--- src/rtl/tx_emu_bit_if.sv ---
// Bit-stream ready/valid handshake feeding the emulated transmitter.
interface tx_emu_bit_if;
    logic bit_i;
    logic bit_valid_i;
    logic bit_ready_o;

    modport master (
        output bit_i,
        output bit_valid_i,
        input  bit_ready_o
    );

    modport slave (
        input  bit_i,
        input  bit_valid_i,
        output bit_ready_o
    );
endinterface

--- src/rtl/tx_emu_driver.sv ---
// Emulated serial transmitter: bit FIFO, UI timing in the emulator
// timestep protocol, and a 2-tap FFE driving a saturated analog level.
module tx_emu_driver #(
    parameter int DT_WIDTH   = 27,
    parameter int COEF_WIDTH = 16,
    parameter int OUT_WIDTH  = 18,
    parameter int FIFO_DEPTH = 4
) (
    input  logic                         __emu_clk,
    input  logic                         __emu_rst,
    input  logic signed [DT_WIDTH-1:0]   __emu_dt,
    output logic signed [DT_WIDTH-1:0]   __emu_dt_req,
    tx_emu_bit_if.slave                  bit_s,
    input  logic signed [DT_WIDTH-1:0]   ui_ticks_i,
    input  logic signed [COEF_WIDTH-1:0] c0_i,
    input  logic signed [COEF_WIDTH-1:0] c1_i,
    output logic signed [OUT_WIDTH-1:0]  data_ana_o,
    output logic                         ui_edge_o,
    output logic                         underflow_o,
    output logic                         overshoot_o
);

    localparam int AW = $clog2(FIFO_DEPTH);
    localparam int CW = AW + 1;
    // Two extra bits so that -(-2^(N-1)) twice still fits before clamping.
    localparam int SW = (COEF_WIDTH + 2 > OUT_WIDTH) ?
                        COEF_WIDTH + 2 : OUT_WIDTH + 1;

    localparam logic signed [DT_WIDTH-1:0] DT_MAX =
        {1'b0, {(DT_WIDTH-1){1'b1}}};
    localparam logic signed [DT_WIDTH-1:0] DT_ONE =
        {{(DT_WIDTH-1){1'b0}}, 1'b1};
    localparam logic signed [SW-1:0] SAT_HI =
        {{(SW-OUT_WIDTH+1){1'b0}}, {(OUT_WIDTH-1){1'b1}}};
    localparam logic signed [SW-1:0] SAT_LO = -SAT_HI;

    typedef enum logic {IDLE, RUN} state_t;

    state_t                state;
    logic [FIFO_DEPTH-1:0] mem;
    logic [AW-1:0]         wr_ptr;
    logic [AW-1:0]         rd_ptr;
    logic [CW-1:0]         count;
    logic [DT_WIDTH-1:0]   rem;
    logic                  s0;
    logic                  s1;

    logic                  full;
    logic                  empty;
    logic                  push;
    logic                  pop;
    logic                  head;
    logic                  in_run;
    logic                  boundary;
    logic                  over;
    logic [DT_WIDTH-1:0]   reload;

    logic signed [SW-1:0]        x0;
    logic signed [SW-1:0]        x1;
    logic signed [SW-1:0]        sum;
    logic signed [OUT_WIDTH-1:0] level;

    assign full     = (count == CW'(FIFO_DEPTH));
    assign empty    = (count == '0);
    assign push     = bit_s.bit_valid_i & ~full;
    assign head     = mem[rd_ptr];
    assign in_run   = (state == RUN);
    assign boundary = in_run & (__emu_dt >= $signed(rem));
    assign over     = in_run & (__emu_dt > $signed(rem));
    assign pop      = ~empty & (~in_run | boundary);
    assign reload   = (ui_ticks_i < DT_ONE) ? DT_ONE : ui_ticks_i;

    assign bit_s.bit_ready_o = ~full;
    assign __emu_dt_req      = in_run ? $signed(rem) : DT_MAX;

    assign x0  = {{(SW-COEF_WIDTH){c0_i[COEF_WIDTH-1]}}, c0_i};
    assign x1  = {{(SW-COEF_WIDTH){c1_i[COEF_WIDTH-1]}}, c1_i};
    assign sum = (s0 ? x0 : -x0) + (s1 ? x1 : -x1);

    always_comb begin
        level = sum[OUT_WIDTH-1:0];
        if (sum > SAT_HI) begin
            level = SAT_HI[OUT_WIDTH-1:0];
        end else if (sum < SAT_LO) begin
            level = SAT_LO[OUT_WIDTH-1:0];
        end
    end

    always_ff @(posedge __emu_clk or posedge __emu_rst) begin
        if (__emu_rst) begin
            mem    <= '0;
            wr_ptr <= '0;
            rd_ptr <= '0;
            count  <= '0;
        end else begin
            if (push) begin
                mem[wr_ptr] <= bit_s.bit_i;
                wr_ptr      <= wr_ptr + AW'(1);
            end
            if (pop) begin
                rd_ptr <= rd_ptr + AW'(1);
            end
            count <= count + CW'(push) - CW'(pop);
        end
    end

    always_ff @(posedge __emu_clk or posedge __emu_rst) begin
        if (__emu_rst) begin
            state       <= IDLE;
            rem         <= '0;
            s0          <= 1'b0;
            s1          <= 1'b0;
            data_ana_o  <= '0;
            ui_edge_o   <= 1'b0;
            underflow_o <= 1'b0;
            overshoot_o <= 1'b0;
        end else begin
            ui_edge_o  <= boundary;
            data_ana_o <= in_run ? level : '0;
            unique case (state)
                IDLE: begin
                    if (!empty) begin
                        s1    <= s0;
                        s0    <= head;
                        rem   <= reload;
                        state <= RUN;
                    end
                end
                RUN: begin
                    // Excess time past the edge is dropped, not carried.
                    if (boundary) begin
                        s1  <= s0;
                        rem <= reload;
                        if (!empty) begin
                            s0 <= head;
                        end else begin
                            underflow_o <= 1'b1;
                        end
                        if (over) begin
                            overshoot_o <= 1'b1;
                        end
                    end else begin
                        rem <= rem - __emu_dt;
                    end
                end
            endcase
        end
    end

endmodule
--- src/flat_wrapper.sv ---
// flat-port wrapper written by rule: the top's interface ports become plain ports
module tx_emu_driver_flat 
#(
    parameter int DT_WIDTH   = 27,
    parameter int COEF_WIDTH = 16,
    parameter int OUT_WIDTH  = 18,
    parameter int FIFO_DEPTH = 4
)
  (__emu_clk, __emu_rst, __emu_dt, __emu_dt_req, ui_ticks_i, c0_i, c1_i, data_ana_o, ui_edge_o, underflow_o, overshoot_o, bit_s_bit_i, bit_s_bit_valid_i, bit_s_bit_ready_o);
  tx_emu_bit_if bit_s_i ();
  input  logic __emu_clk;
  input  logic __emu_rst;
  input  logic signed [DT_WIDTH-1:0] __emu_dt;
  output logic signed [DT_WIDTH-1:0] __emu_dt_req;
  input  logic signed [DT_WIDTH-1:0] ui_ticks_i;
  input  logic signed [COEF_WIDTH-1:0] c0_i;
  input  logic signed [COEF_WIDTH-1:0] c1_i;
  output logic signed [OUT_WIDTH-1:0] data_ana_o;
  output logic ui_edge_o;
  output logic underflow_o;
  output logic overshoot_o;
  input wire logic [$bits(bit_s_i.bit_i)-1:0] bit_s_bit_i;
  input wire logic [$bits(bit_s_i.bit_valid_i)-1:0] bit_s_bit_valid_i;
  output wire logic [$bits(bit_s_i.bit_ready_o)-1:0] bit_s_bit_ready_o;
  assign bit_s_i.bit_i = bit_s_bit_i;
  assign bit_s_i.bit_valid_i = bit_s_bit_valid_i;
  assign bit_s_bit_ready_o = bit_s_i.bit_ready_o;
  tx_emu_driver #(.DT_WIDTH(DT_WIDTH), .COEF_WIDTH(COEF_WIDTH), .OUT_WIDTH(OUT_WIDTH), .FIFO_DEPTH(FIFO_DEPTH)) u_core (.__emu_clk(__emu_clk), .__emu_rst(__emu_rst), .__emu_dt(__emu_dt), .__emu_dt_req(__emu_dt_req), .bit_s(bit_s_i), .ui_ticks_i(ui_ticks_i), .c0_i(c0_i), .c1_i(c1_i), .data_ana_o(data_ana_o), .ui_edge_o(ui_edge_o), .underflow_o(underflow_o), .overshoot_o(overshoot_o));
endmodule
--- config.mk ---
export PLATFORM = sky130hd
export DESIGN_NAME = tx_emu_driver_flat
export DESIGN_NICKNAME = d
export VERILOG_FILES = /design/src/rtl/tx_emu_bit_if.sv /design/src/rtl/tx_emu_driver.sv /design/src/flat_wrapper.sv
export SDC_FILE = /design/constraint.sdc
export NUM_CORES = 1
export LEC_CHECK = 0
export CORE_MARGIN = 4
export CORE_UTILIZATION = 30
export CTS_BUF_LIST = sky130_fd_sc_hd__clkbuf_16
export DETAILED_ROUTE_END_ITERATION = 10
export PLACE_DENSITY = 0.61
export SKIP_CTS_REPAIR_TIMING = 1
export SYNTH_ARGS = -nofsm -noshare
export SYNTH_HDL_FRONTEND = slang
export SYNTH_SLANG_ARGS = --single-unit
--- constraint.sdc ---
create_clock -name __emu_clk -period 4 [get_ports __emu_clk]
set_input_delay 1 -clock __emu_clk [delete_from_list [all_inputs] [get_ports __emu_clk]]
set_output_delay 1 -clock __emu_clk [all_outputs]
set_load 0.02 [all_outputs]
==> metrics.md <==
| Metric | Value |
|---|---|
| Status | `finished with violations` |
| Failing checks | `setup timing` |
| CTS tree | `done` |
| Largest net degree at the start of global routing | `34` |
| DR iter-0 viols | `291` |
| WL final | `20500 microns` |
| Drt first pass iters | `4` |
| Drt drc | `0` |
| Count of final hold-check violations | `0` |
| Post-route setup slack | `-251 ps` |
| WS Path Type | `input port to register` |
| Mapped cell area | `6450 sq um` |
| Initial antenna violation count | `0` |
| Crit. End Element | `register` |
| Final Setup Violations | `17` |
| Hold WS | `496 ps` |
| Syn. warnings | `0` |
| Register bit total from synthesis | `62` |
| Slew Limit Fails | `0` |
| PD cells | `968 nW/um^2` |
| Total Routing Usage GR | `16.7%` |
| Crit Path Max Fanout | `6` |
| Cell taking the most area after synthesis | `dfrtp_1` |
| Leakage | `4.72 nW` |
| Syn_nets | `957` |
| Synth area leaders | `dfrtp_1 (24%), ha_1 (16%), inv_1 (5.0%), xor2_1 (4.9%), xnor2_1 (4.6%)` |
| Clock Path Buffers | `2` |
| Initial Util | `30.6%` |
| Total power | `9.49 mW` |
| H-tree depth | `3` |
| Final core occ | `46.5%` |
| Maximum vdd drop | `0.399 mV` |
| Arr. time, crit path | `4460 ps` |
| RSZ-0062 raised after global routing | `yes` |
| First-pass GRT wire length | `32500 microns` |
| Worst min path class | `register to register` |
| Fin Clk Skew | `10.5 ps` |
| Fmax achieved | `0.235 GHz` |
| Vias per inst | `4.86` |
| Routed len/inst | `15.2 microns` |
| Seq/Total Area, Yosys | `24.1%` |
| Post-synth top cells | `inv_1 (86), ha_1 (80), nand2_1 (73), nor2_1 (63), dfrtp_1 (62)` |
| Rel. slew slack | `40.1%` |
| Post-DP HPWL | `16700 microns` |
| Maximum capacitance violations | `0` |
| Synthesis-to-layout area growth | `52.1%` |
| Die Area | `23900 sq um` |
| Worst-path clk slew | `60 ps` |
| Fin crit share | `106%` |
| Synth top area share | `24.1%` |
| Share of layout cells above drive strength 1 | `24.3%` |
| Die height | `155 microns` |
| Clk sinks | `62` |
| Vias in the first global route | `6440` |
| Via count | `6558` |
| Fraction of registers with async set/reset | `100%` |
| Row count | `53` |
| N_diodes | `0` |
| Clk Latency, worst-skew pair | `340 ps` |
| Chip width | `155 microns` |
| Synth cell types | `75` |
| Inserted Clock Buffers | `9` |
| Nets | `1242` |
| Most common cell in the synthesized netlist | `inv_1` |
| Final Critical Period | `4250 ps` |
| Core box area | `21100 sq um` |
| Slew @ Worst Pin | `893 ps` |
| Post-route ant nets | `0` |
| Root Driver | `clkbuf_16` |
| Placer congestion estimate | `0.857` |
| Top Ports | `139` |
| Critical Path RT | `4210 ps` |
| Synthesized area per cell | `8.23 sq um` |
| # port buffers | `138` |
| Grt ovf | `0` |
| CP startpoint kind | `input port` |
| Mapped Cells | `784` |
| Number of synthesized flops with an enable pin | `0` |
| Most used DFF post-synth | `dfrtp_1` |
[cell usage in the layout, fill, tap and decap left out, drive strengths merged, types with 9 or more instances in the layout]
| cell type | count |
|---|---|
| mux2 | 12 |
| nand2b | 9 |
| clkdlybuf4s50 | 129 |
| xnor2 | 34 |
| clkbuf | 13 |
| xor2 | 37 |
| dfrtp | 62 |
| nand2 | 73 |
| a31oi | 22 |
| nor3 | 20 |
| nor2 | 63 |
| inv | 88 |
| a21o | 25 |
| nand3 | 12 |
| buf | 163 |
| a221o | 10 |
| ha | 80 |
| a21oi | 58 |
| nand4 | 12 |
| a211oi | 9 |
| o21ai | 37 |
[critical path, stage by stage]
cell and delay [ps]:
clkdlybuf4s50_1 470, or3_4 440, nor4b_4 330, a31oi_1 140, xor2_1 180, ha_1 390
nand2_2 90, o311ai_2 250, o22ai_1 120, o41ai_2 80, nand3_1 120, nand2_1 80
xnor3_2 320, o21ai_4 220, buf_6 150, o21ai_1 70
[through the flow]
stage	cell area, sq um	setup TNS (ps)	worst slack (ps)	std cells
floorplan	6510	-3860	-277	784
global placement	9320	-16770	-788	1331
detailed placement	9320	-18130	-848	1331
CTS	9600	-8080	-489	1347
global route	9810	-6290	-382	1349
finish	9810	-3940	-251	1349
[power by group]
group / switching (mW) / total, mW / internal (mW)
logic: 3.72 / 7.55 / 3.83
clock network: 0.321 / 0.741 / 0.420
registers: 0.205 / 1.20 / 0.996
total: 4.25 / 9.49 / 5.25
[path summary, 6_finish.rpt]
| path | start | end | slack, ps | cells past startpoint |
|---|---|---|---|---|
| max | c1_i[1] | u_core.data_ana_o[4] | -250 | 16 |
| min | u_core.underflow_o | u_core.underflow_o | 500 | 1 |
| max reg2reg | u_core.s0 | u_core.data_ana_o[4] | 760 | 15 |
| min reg2reg | u_core.underflow_o | u_core.underflow_o | 500 | 1 |
| max in group asynchronous | __emu_rst | u_core.rem[19] | 2110 | 3 |
| min in group asynchronous | __emu_rst | u_core.mem[2] | 1120 | 2 |
[routing by layer]
layer	wire (microns)	up-vias	track usage [%]	part of all wire, %
met4	212	0	2.61	1.0
met5	0	-	0	0
li1	-	3322	-	-
met1	9310	3055	22.0	45
met3	1200	17	3.81	5.9
met2	9740	164	28.5	48
[sequential cells by signal, summed over array words and instances, names as in the netlist]
signal and flops:
u_core.data_ana_o 18, u_core.in_run 1, u_core.wr_ptr 2, u_core.mem 4
u_core.overshoot_o 1, u_core.rd_ptr 2, u_core.ui_edge_o 1, u_core.s0 1
u_core.s1 1, u_core.count 3, u_core.underflow_o 1, u_core.rem 27
[cell type report]
class                           instances  area (sq um)
Multi-Input combinational cell        608          4700
Clock inverter                          7          47.5
Tap cell                              275           344
Fill cell                            2128         11300
Sequential cell                        62          1550
Clock buffer                            9           225
Timing Repair Buffer                  300          2620
Inverter                               88           330
[cells by family after synthesis]
logic type / Yosys count / synth area share [%]
compound gates: 210 / 22.5
xor+xnor: 72 / 10.1
fa+ha+maj: 83 / 16.5
buf+inv: 114 / 7.14
flops: 62 / 24.1
mux: 13 / 2.44
simple gates: 230 / 17.3
Note: power is estimated with default switching activity, not from simulation.
